`src/rtl/barrel_motion.sv`:
```
// Barrel motion controller: rolls a barrel across stacked platforms, drops it between them and respawns it after it exits.
// Optional feature: define BARREL_LFSR_SPAWN_EN to randomise the spawn column with an 8-bit LFSR.
module barrel_motion #(
  parameter int unsigned TICK_CYCLES   = 1666666,
  parameter logic [7:0]  X_LEFT        = 8'd0,
  parameter logic [7:0]  X_RIGHT       = 8'd150,
  parameter logic [6:0]  SPAWN_Y       = 7'd10,
  parameter logic [6:0]  LEVEL_DY      = 7'd20,
  parameter int unsigned NUM_LEVELS    = 5,
  parameter int unsigned RESPAWN_TICKS = 30
) (
  input  logic       Clk,
  input  logic       ResetN,
  input  logic       start,
  input  logic       freeze,
  output logic [7:0] barrelX,
  output logic [6:0] barrelY,
  output logic       barrelActive,
  output logic       barrelDir,
  output logic [2:0] barrelLevel,
  output logic       spawnPulse,
  output logic       exitPulse
);

  localparam int TW = (TICK_CYCLES > 1) ? $clog2(TICK_CYCLES) : 1;
  localparam int RW = $clog2(RESPAWN_TICKS + 1);
  localparam logic [2:0] LAST_LEVEL = 3'(NUM_LEVELS - 1);
  localparam logic [7:0] PARK_X = 8'hFF;
  localparam logic [6:0] PARK_Y = 7'h7F;

  typedef enum logic [1:0] {IDLE, ROLL, FALL, RESPAWN} state_t;

  state_t          state, state_n;
  logic [TW-1:0]   tick_cnt;
  logic [6:0]      fall_cnt, fall_n;
  logic [RW-1:0]   resp_cnt, resp_n;
  logic [7:0]      x_n, spawn_x;
  logic [6:0]      y_n;
  logic            act_n, dir_n, sp_n, ep_n, do_spawn;
  logic [2:0]      lvl_n;
  logic            tick, at_edge;

  // Tick counter holds its residual phase while frozen, so motion resumes on the same cadence.
  always_ff @(posedge Clk or negedge ResetN) begin
    if (!ResetN)
      tick_cnt <= TW'(TICK_CYCLES - 1);
    else if (!freeze)
      tick_cnt <= (tick_cnt == '0) ? TW'(TICK_CYCLES - 1) : tick_cnt - TW'(1);
  end

  assign tick    = (tick_cnt == '0) && !freeze;
  assign at_edge = barrelDir ? (barrelX == X_LEFT) : (barrelX == X_RIGHT);

`ifdef BARREL_LFSR_SPAWN_EN
  logic [7:0] lfsr;

  always_ff @(posedge Clk or negedge ResetN) begin
    if (!ResetN)
      lfsr <= 8'hA5;
    else if (!freeze)
      lfsr <= {lfsr[6:0], lfsr[7] ^ lfsr[5] ^ lfsr[4] ^ lfsr[3]};
  end

  assign spawn_x = X_LEFT + {3'b000, lfsr[4:0]};
`else
  assign spawn_x = X_LEFT;
`endif

  always_comb begin
    // NOTE: every variable gets a default before the case so no path can infer a latch.
    state_n  = state;
    x_n      = barrelX;
    y_n      = barrelY;
    act_n    = barrelActive;
    dir_n    = barrelDir;
    lvl_n    = barrelLevel;
    fall_n   = fall_cnt;
    resp_n   = resp_cnt;
    sp_n     = 1'b0;
    ep_n     = 1'b0;
    do_spawn = 1'b0;

    unique case (state)
      IDLE: if (start && !freeze) do_spawn = 1'b1;
      ROLL: if (tick) begin
        if (!at_edge) begin
          x_n = barrelDir ? barrelX - 8'd1 : barrelX + 8'd1;
        end else if (barrelLevel != LAST_LEVEL) begin
          state_n = FALL;
          fall_n  = '0;
        end else begin
          state_n = RESPAWN;
          act_n   = 1'b0;
          x_n     = PARK_X;
          y_n     = PARK_Y;
          ep_n    = 1'b1;
          resp_n  = '0;
        end
      end
      FALL: if (tick) begin
        y_n    = barrelY + 7'd1;
        fall_n = fall_cnt + 7'd1;
        if (fall_cnt == LEVEL_DY - 7'd1) begin
          lvl_n   = barrelLevel + 3'd1;
          dir_n   = ~barrelDir;
          state_n = ROLL;
        end
      end
      RESPAWN: if (tick) begin
        resp_n = resp_cnt + RW'(1);
        if (resp_cnt == RW'(RESPAWN_TICKS - 1)) do_spawn = 1'b1;
      end
      default: state_n = IDLE;
    endcase

    // Spawn entry actions are shared by the first launch and every respawn.
    if (do_spawn) begin
      state_n = ROLL;
      x_n     = spawn_x;
      y_n     = SPAWN_Y;
      dir_n   = 1'b0;
      lvl_n   = 3'd0;
      act_n   = 1'b1;
      sp_n    = 1'b1;
    end
  end

  always_ff @(posedge Clk or negedge ResetN) begin
    if (!ResetN) begin
      state        <= IDLE;
      fall_cnt     <= '0;
      resp_cnt     <= '0;
      barrelX      <= PARK_X;
      barrelY      <= PARK_Y;
      barrelActive <= 1'b0;
      barrelDir    <= 1'b0;
      barrelLevel  <= 3'd0;
      spawnPulse   <= 1'b0;
      exitPulse    <= 1'b0;
    end else begin
      // NOTE: non-blocking assignments so every register samples the pre-edge values.
      state        <= state_n;
      fall_cnt     <= fall_n;
      resp_cnt     <= resp_n;
      barrelX      <= x_n;
      barrelY      <= y_n;
      barrelActive <= act_n;
      barrelDir    <= dir_n;
      barrelLevel  <= lvl_n;
      spawnPulse   <= sp_n;
      exitPulse    <= ep_n;
    end
  end

endmodule

```
`config.mk`:
```
export PLATFORM = sky130hd
export DESIGN_NAME = barrel_motion
export DESIGN_NICKNAME = d
export VERILOG_FILES = /design/src/rtl/barrel_motion.sv
export SDC_FILE = /design/constraint.sdc
export NUM_CORES = 1
export LEC_CHECK = 0
export ABC_AREA = 1
export CAP_MARGIN = 20
export CORE_MARGIN = 1.5
export CORE_UTILIZATION = 64
export CTS_CLUSTER_SIZE = 40
export DETAILED_ROUTE_END_ITERATION = 8
export PLACE_DENSITY = 0.94
export SLEW_MARGIN = 20
export SYNTH_ARGS = -nofsm -noshare
export SYNTH_HDL_FRONTEND = slang
export SYNTH_SLANG_ARGS = --single-unit
```
`constraint.sdc`:
```
create_clock -name Clk -period 3.4 [get_ports Clk]
set_clock_uncertainty 0.2 [all_clocks]
set_input_delay 0.51 -clock Clk [delete_from_list [all_inputs] [get_ports Clk]]
set_output_delay 0.51 -clock Clk [all_outputs]
set_load 0.005 [all_outputs]
```
-- Word level (Yosys, flattened, before mapping)
Index checks and enable logic that the tools add are counted.
- equal/unequal tests: 20
- $add $sub $neg: 7
- reductions and logical operators: 21
- bitwise gates (word level): 1
- multiplexer cells: 53
- order comparisons: 0
- divide/modulo/power cells: 0
- $mul: 0
- shift operators: 0
- operators by type and width (operator ; number):
    $mux 7 ; 9
    $mux 8 ; 6
    $pmux 7 s2 ; 2
    $logic_not 21->1 ; 1
    $mux 21 ; 1
    $ne 3x3->1 const B ; 7
    $sub 21x1->21 const B ; 1
    $mux 5 ; 4
    $reduce_and 5->1 ; 4
    $mux 1 ; 19
    $add 7x1->7 const B ; 2
    $ne 2x2->1 const B ; 7
    $reduce_bool 2->1 ; 7
    $mux 3 ; 4
    $mux 2 ; 5
    $pmux 5 s2 ; 1
    $add 8x1->8 const B ; 1
    $eq 8x8->1 const B ; 1
    $logic_not 8->1 ; 1
    $sub 8x1->8 const B ; 1
    $eq 7x5->1 const B ; 1
    $reduce_and 3->1 ; 2
    $add 5x1->5 const B ; 1
    $eq 5x5->1 const B ; 1
    11 further kinds ; 13
- word-level logic and storage cells: 113
- memory bits (read-only): 0
- bits in latches: 0
- register bits after elaboration: 57
- memories kept: 0
- output and inout port bits: 22
- RAM bits: 0

-- Logic depth before layout (Yosys ltp)
Gate-level depths: netlist (run 1).
- word-level depth: 6
- gate-level depth with buffers: 12

-- Worst setup path before layout (run 1)
Ideal clock, no wire load.
- path type: register to register
- start point: register state[0]
- end point: register fall_cnt[0]
- setup slack: 1.511 ns
- required time: 3.082 ns
- setup time: 0.118 ns
- arrival time: 1.571 ns
- cell stages (with the launch flop): 9
- clock period less this slack: 1.889 ns
- path buffers: 1
- path through: dfrtp_1 -> inv_1 -> ha_1 -> buf_2 -> inv_1 -> o21ai_1 -> nand3_4 -> nand2_1 -> nand2_1
- longest elaborated chain between the ends: 3
- elaborated cells on any way between the ends: 9
- RTL lines (item ; line ; source):
    from (decl) ; 33 ; state_t state, state_n;
    from (signal assigned) ; 142 ; state <= state_n;
    $eq 2x1->1 / $eq 2x2->1 (equally long branches) ; 83 ; unique case (state)
    $ne 2x2->1 (no line) / $reduce_bool 2->1 (equally long branches) ; - ;
    $reduce_and 5->1 (no line) ; - ;
    to (signal assigned) ; 143 ; fall_cnt <= fall_n;
    to (decl) ; 35 ; logic [6:0] fall_cnt, fall_n;
Parallel ways exist; a longest one is shown, timed or not.
A chain may end at the register's enable or synchronous reset.

-- Worst setup path after layout (run 1)
- start point: register state[1]
- end point: register fall_cnt[1]
Same word-level chain as after synthesis.

==> flow_summary_export.csv, run 1 <==
group,metric,value,unit
drt,avgRoutedWirePerCell,14.9,um
placement,place.gp.congestion,0.900,
critical_path,setup.worst_path.end,"fall_cnt[1]",
global_routing,grt_overflow,0,
timing,finalSetupViolCount,0,
timing,min_period,2.34,ns
yosys,yosys_warnings,0,
yosys,synth_nets,493,
global_routing,grt_pass1_vias,3163,
timing,worst_pin_slew,0.713,ns
drt,vias,3396,
cts,htreeDepth,3,
yosys,seq_area_frac_synth,38.9,%
floorplanning,ios,26,
timing,fmax,427,MHz
yosys,synthSimpleGateAreaFrac,35.2,%
critical_path,path_common_cell,"nand2_1",
critical_path,cp_slowest_stage_delay,0.45,ns
cts,cts_tree,"built",
timing,hold_viol_final,30,
global_routing,antenna_found_initial,0,
cts,clk-insertion-delay-late,0.34,ns
placement,dp_hpwl,5980,um
yosys,avgSynthCellArea,7.98,um^2
cells_and_area,final_cell_mix,"106 x nand2_1, 55 x nor2_1, 49 x nand3_1",
drt,dr.pass1.iters,4,
yosys,synth.distinct_cells,52,
drt,ant_nets,0,
cts,clkSlewWorstSetupHoldPaths,0.07,ns
cts,cts-resized-gates,0,
timing,report.final.slew_viol_count,0,
yosys,synth_top_family_by_area,"simple AND/OR/NAND/NOR gates",
cts,cts_buffers,9,
timing,tns,0,ns
cells_and_area,layout-drive-gt1-share,17.4,%
critical_path,r2r_setup_slack,1.06,ns
global_routing,grt_max_degree,49,
cts,holdBufCountCts,0,
floorplanning,fp.coreArea,5570,um^2
yosys,synth_area,3750,um^2
critical_path,slowest_stage,"o21ai_1",
cells_and_area,final_common_cell,"nand2_1",
yosys,synth_xor_area_share,3.04,%
critical_path,worstPathCellList,"inv_1 > ha_1 > nand2_1 > o21ai_1 > nand3_4 > nand2_1 > nand2_1",
floorplanning,die_x,79.6,um
run,cap_violations,0,
cts,cts_root_buf,"clkbuf_8",
yosys,syn_inst,470,
timing,whs,-0.0359,ns
cells_and_area,finalNonFillerCells,579,
timing,grt_setup_unrepaired,"no",
critical_path,crit_start,"state[1]",
floorplanning,initial_core_util,67.3,%
critical_path,crit_path_end_kind,"flip-flop",
placement,dp.cells,563,
critical_path,cp-start-kind,"flip-flop",
yosys,synth_adder_area_share,6.54,%
critical_path,rr_startpoint,"state[1]",
cells_and_area,diodes,0,
timing,period_share,68.9,%
cells_and_area,final_cell_area,4240,um^2
yosys,synth_mux_area_share,0.600,%
critical_path,cp.arrival,2.37,ns
status,violations,"hold timing",
yosys,synth_compound_area_share,8.74,%
timing,slew_headroom,52.2,%
critical_path,critical_path_required,3.42,ns
cells_and_area,fin_nets,525,
drt,drt_wl_total,8640,um
global_routing,grt_pass1_wl,14600,um
critical_path,r2r-end,"fall_cnt[1]",
pwr,powerDensity,496,nW/um^2
yosys,yosys_register_bits,57,
critical_path,worstSetupPathType,"flip-flop to flip-flop",
critical_path,critPathMaxFanout,9,
cts,clock_path_buffers,2,
floorplanning,die_area,6330,um^2
yosys,ys.flop_type,"dfrtp_1",
pwr,vdd_ir_drop_max,460,uV
cts,cts_setup_buffers,0,
cells_and_area,n_fill_cell,359,
drt,drc_errors,0,
placement,portBuffers,25,
drt,via_per_inst,5.87,
cells_and_area,area_growth_syn_to_layout,13.1,%
status,status,"complete, but fails checks",
critical_path,rr_worst_depth,7,
pwr,total_leakage_power,0.00200,uW
yosys,synth_edf_count,0,
global_routing,gr-usage-all-layers,30.2,%
cts,clkSinkCount,57,
floorplanning,rows,27,
drt,drtIter0Drc,292,
placement,placed_area,4060,um^2
min_path,hp-class,"input port to asynchronous set/reset pin",
yosys,synthArstFlopShare,100,%
cells_and_area,utilization,76.1,%
floorplanning,fp.dieH,79.6,um
## where the power goes
group | internal, uW | switching (uW) | leakage (uW)
Sequential | 844 | 124 | 0.000680
Clock | 334 | 272 | 0.0000998
Combinational | 226 | 303 | 0.00122
## cells by family after synthesis
family                   count (synthesis)
AND/OR/NAND/NOR                        270
buffers and inverters                   59
flip-flops                              57
AO/OA/AOI/OAI                           51
adder cells (fa/ha/maj)                 19
XOR/XNOR                                13
multiplexers                             1
## worst min path at each step
stage,from,endpoint,slack (ns),cells past startpoint
2_1_floorplan,ResetN,barrelActive,0.01,0
3_3_place_gp,tick_cnt[19],tick_cnt[19],0.28,2
3_5_place_dp,tick_cnt[19],tick_cnt[19],0.29,2
4_1_cts,ResetN,resp_cnt[2],0.18,1
5_1_grt,ResetN,resp_cnt[4],0.006,1
6_report,ResetN,resp_cnt[2],-0.04,1
## metal layers
layer,track usage [%],up-vias,share of wire (%)
li1,-,1611,-
met1,37.8,1597,41
met2,48.9,156,49
met3,8.11,32,7.4
met4,13.3,0,2.6
met5,0,-,0
## sequential cells by signal, indices dropped and copies added (netlist names), 2 cells and up
register and flops:
tick_cnt 21, barrelX 8, barrelY 7, fall_cnt 7
resp_cnt 5, barrelLevel 3, state 2
## layout make-up
class | instances | area, um^2 | share of cell area, %
clock buffers | 10 | 128 | 3.01
clock inverters | 6 | 58.8 | 1.39
inverters | 51 | 199 | 4.69
multi-input cells | 354 | 2030 | 47.8
flip-flops and latches | 57 | 1460 | 34.4
well taps | 72 | 90.1 | 2.12
repair buffers | 29 | 278 | 6.54
## worst max-delay path, delay by kind of cell (launching register included)
kind            cells  cell delay (ns)
compound gates      1             0.45
fa+ha+maj           1             0.44
flops               1             0.43
simple gates        4             0.59
buf+inv             1             0.10
## Yosys cell counts (all sizes together), types with 4 or more instances
library cell	count	area, um^2
buf	7	57.6
nand3	54	310
ha	18	225
or2	4	25.0
nor3b	4	30.0
nor3	7	40.0
o21ai	23	126
nand4	13	87.6
dfrtp	30	751
inv	50	195
nand3b	4	30.0
xor2	10	87.6
a21oi	14	70.1
dfstp	27	709
nor2	65	294
nand2	117	492
## through the flow
step	setup WS [ns]	total power (uW)
3_5_place_dp	0.873	1490
3_3_place_gp	0.956	1470
6_report	1.06	2100
2_1_floorplan	1.51	1290
5_1_grt	0.902	2220
4_1_cts	1.06	2110
No activity file was read; power rests on OpenSTA's default activity.
==> run 2, diff against run 1 <==
--- a/config.mk
+++ b/config.mk
@@ -8,10 +8,10 @@
 export ABC_AREA = 1
 export CAP_MARGIN = 20
 export CORE_MARGIN = 1.5
-export CORE_UTILIZATION = 64
+export CORE_UTILIZATION = 59
 export CTS_CLUSTER_SIZE = 40
 export DETAILED_ROUTE_END_ITERATION = 8
-export PLACE_DENSITY = 0.94
+export PLACE_DENSITY = 0.88
 export SLEW_MARGIN = 20
 export SYNTH_ARGS = -nofsm -noshare
 export SYNTH_HDL_FRONTEND = slang
==> constraint.sdc (replaced) <==
create_clock -name Clk -period 2.4 [get_ports Clk]
set_clock_uncertainty 0.2 [all_clocks]
set_input_delay 0.36 -clock Clk [delete_from_list [all_inputs] [get_ports Clk]]
set_output_delay 0.36 -clock Clk [all_outputs]
set_load 0.005 [all_outputs]
==> flow_summary_export.csv, run 2 (same netlist as run 1, synthesis figures left out) <==
group,metric,value,unit
pwr,swShare,32.6,%
timing,setup_ws,0.119,ns
critical_path,worstSetupPathType,"flip-flop to flip-flop",
placement,portBuffers,25,
status,status,"completed",
cells_and_area,fin_nets,531,
pwr,p_sw,993,uW
timing,period_share,95.0,%
cts,cts-resized-gates,0,
cells_and_area,layout-drive-gt1-share,17.9,%
floorplanning,rows,28,
placement,placed_area,4110,um^2
cells_and_area,final_cell_mix,"106 x nand2_1, 55 x nor2_1, 49 x nand3_1",
drt,drtIter0Drc,192,
critical_path,crit_family,"flip-flops",
cells_and_area,reg.largest.list,"tick_cnt (21), barrelX (8)",
floorplanning,ios,26,
critical_path,slowest_stage,"dfrtp_1",
cts,cts_setup_buffers,0,
drt,ant_nets,0,
placement,dp_slack,0.155,ns
global_routing,grt_overflow,0,
critical_path,path_common_cell,"nand2_1",
pwr,vdd_ir_drop_max,544,uV
cells_and_area,area_growth_syn_to_layout,15.1,%
run,cap_violations,0,
critical_path,worstPathCellList,"ha_1 > inv_1 > o21bai_1 > a31oi_1 > xor2_1 > nand2_1 > nand3_1 > nand2_1",
cells_and_area,largest_reg_flops,21,
critical_path,critPathMaxFanout,12,
cts,htreeDepth,3,
cts,holdBufCountCts,1,
timing,slew_headroom,54.9,%
cts,clock_path_buffers,2,
critical_path,r2r_setup_slack,0.12,ns
timing,finalSetupViolCount,0,
critical_path,cp.arrival,2.37,ns
drt,drt_wl_total,8970,um
drt,vias,3427,
drt,avgRoutedWirePerCell,15.2,um
critical_path,critPathBufInv,1,
timing,min_period,2.28,ns
floorplanning,initial_core_util,62.3,%
global_routing,grt_max_degree,35,
global_routing,grt_pass1_wl,14900,um
cts,clk-insertion-delay-late,0.35,ns
drt,drc_errors,0,
timing,report.final.slew_viol_count,0,
floorplanning,fp.coreArea,6030,um^2
placement,dp_hpwl,6010,um
pwr,p_seq_share,44.7,%
min_path,hp-class,"flip-flop to flip-flop",
floorplanning,die_area,6850,um^2
pwr,p_int,2060,uW
cells_and_area,regArea,1460,um^2
critical_path,cp-start-kind,"flip-flop",
placement,place.gp.congestion,0.891,
cts,cts_tree,"built",
drt,dr.pass1.iters,4,
global_routing,antenna_found_initial,0,
cells_and_area,n_fill_cell,463,
critical_path,critical_path_required,2.49,ns
pwr,powerDensity,706,nW/um^2
timing,fmax,438,MHz
pwr,p_total,3050,uW
pwr,power_frac_comb,24.8,%
global_routing,gr-usage-all-layers,29.5,%
cells_and_area,top_register,"tick_cnt",
cells_and_area,final_common_cell,"nand2_1",
timing,tns,0,ns
pwr,clkPwrFrac,30.5,%
critical_path,crit_path_end_kind,"flip-flop",
cts,cts_root_buf,"clkbuf_8",
cts,clkSinkCount,57,
timing,worst_pin_slew,0.672,ns
timing,grt_setup_unrepaired,"no",
cts,clkSlewWorstSetupHoldPaths,0.07,ns
cells_and_area,final_cell_area,4320,um^2
pwr,total_leakage_power,0.00203,uW
drt,via_per_inst,5.83,
global_routing,grt_pass1_vias,3276,
cells_and_area,diodes,0,
cts,cts_buffers,9,
cells_and_area,multiInputGateArea,2030,um^2
floorplanning,die_x,82.7,um
floorplanning,fp.dieH,82.7,um
critical_path,cp_slowest_stage_delay,0.63,ns
timing,hold_viol_final,0,
==> run 2: area by class of cell <==
cell class              count  share of cell area (%)
well taps                  75                    2.17
inverters                  51                    4.61
flip-flops and latches     57                    33.8
repair buffers             35                    7.77
clock buffers              13                    3.68
clock inverters             3                   0.927
multi-input cells         354                    47.0
==> run 2: worst min-delay path, delay by kind of cell, from the launching register on <==
kind / cells / cell delay, ns
flip-flops: 1 / 0.37
AND/OR/NAND/NOR: 2 / 0.12
==> run 2: worst paths after layout <==
kind,startpoint,endpoint,cells past startpoint
worst max-delay path,barrelDir,barrelX[4],8
worst min-delay path,tick_cnt[14],tick_cnt[14],2
worst max register to register,barrelDir,barrelX[4],8
worst min register to register,tick_cnt[14],tick_cnt[14],2
max in group asynchronous,ResetN,barrelX[6],3
min in group asynchronous,ResetN,tick_cnt[17],2
==> run 2: per-layer routing <==
layer,global-route usage (%),part of all wire (%),wire length [um]
met1,35.8,40,3620
met5,0,0,0
met4,13.3,2.9,263
met3,6.92,7.3,654
met2,49.8,49,4420
==> run 2: stage by stage <==
step	utilization [%]	hold WS, ns	cells
after floorplan	-	-0.136	470
after global placement	68.2	0.176	571
after detailed placement	68.2	0.183	571
after CTS	71.7	0.296	588
after global routing	71.7	0.325	588
final	71.7	0.294	588
==> run 2: power by group through the flow <==
stage	registers [uW]	logic (uW)	clock network [uW]
6_report	1360	758	929
5_1_grt	1390	851	973
4_1_cts	1360	760	934
3_5_place_dp	1370	749	0
3_3_place_gp	1360	725	0
2_1_floorplan	1340	489	0
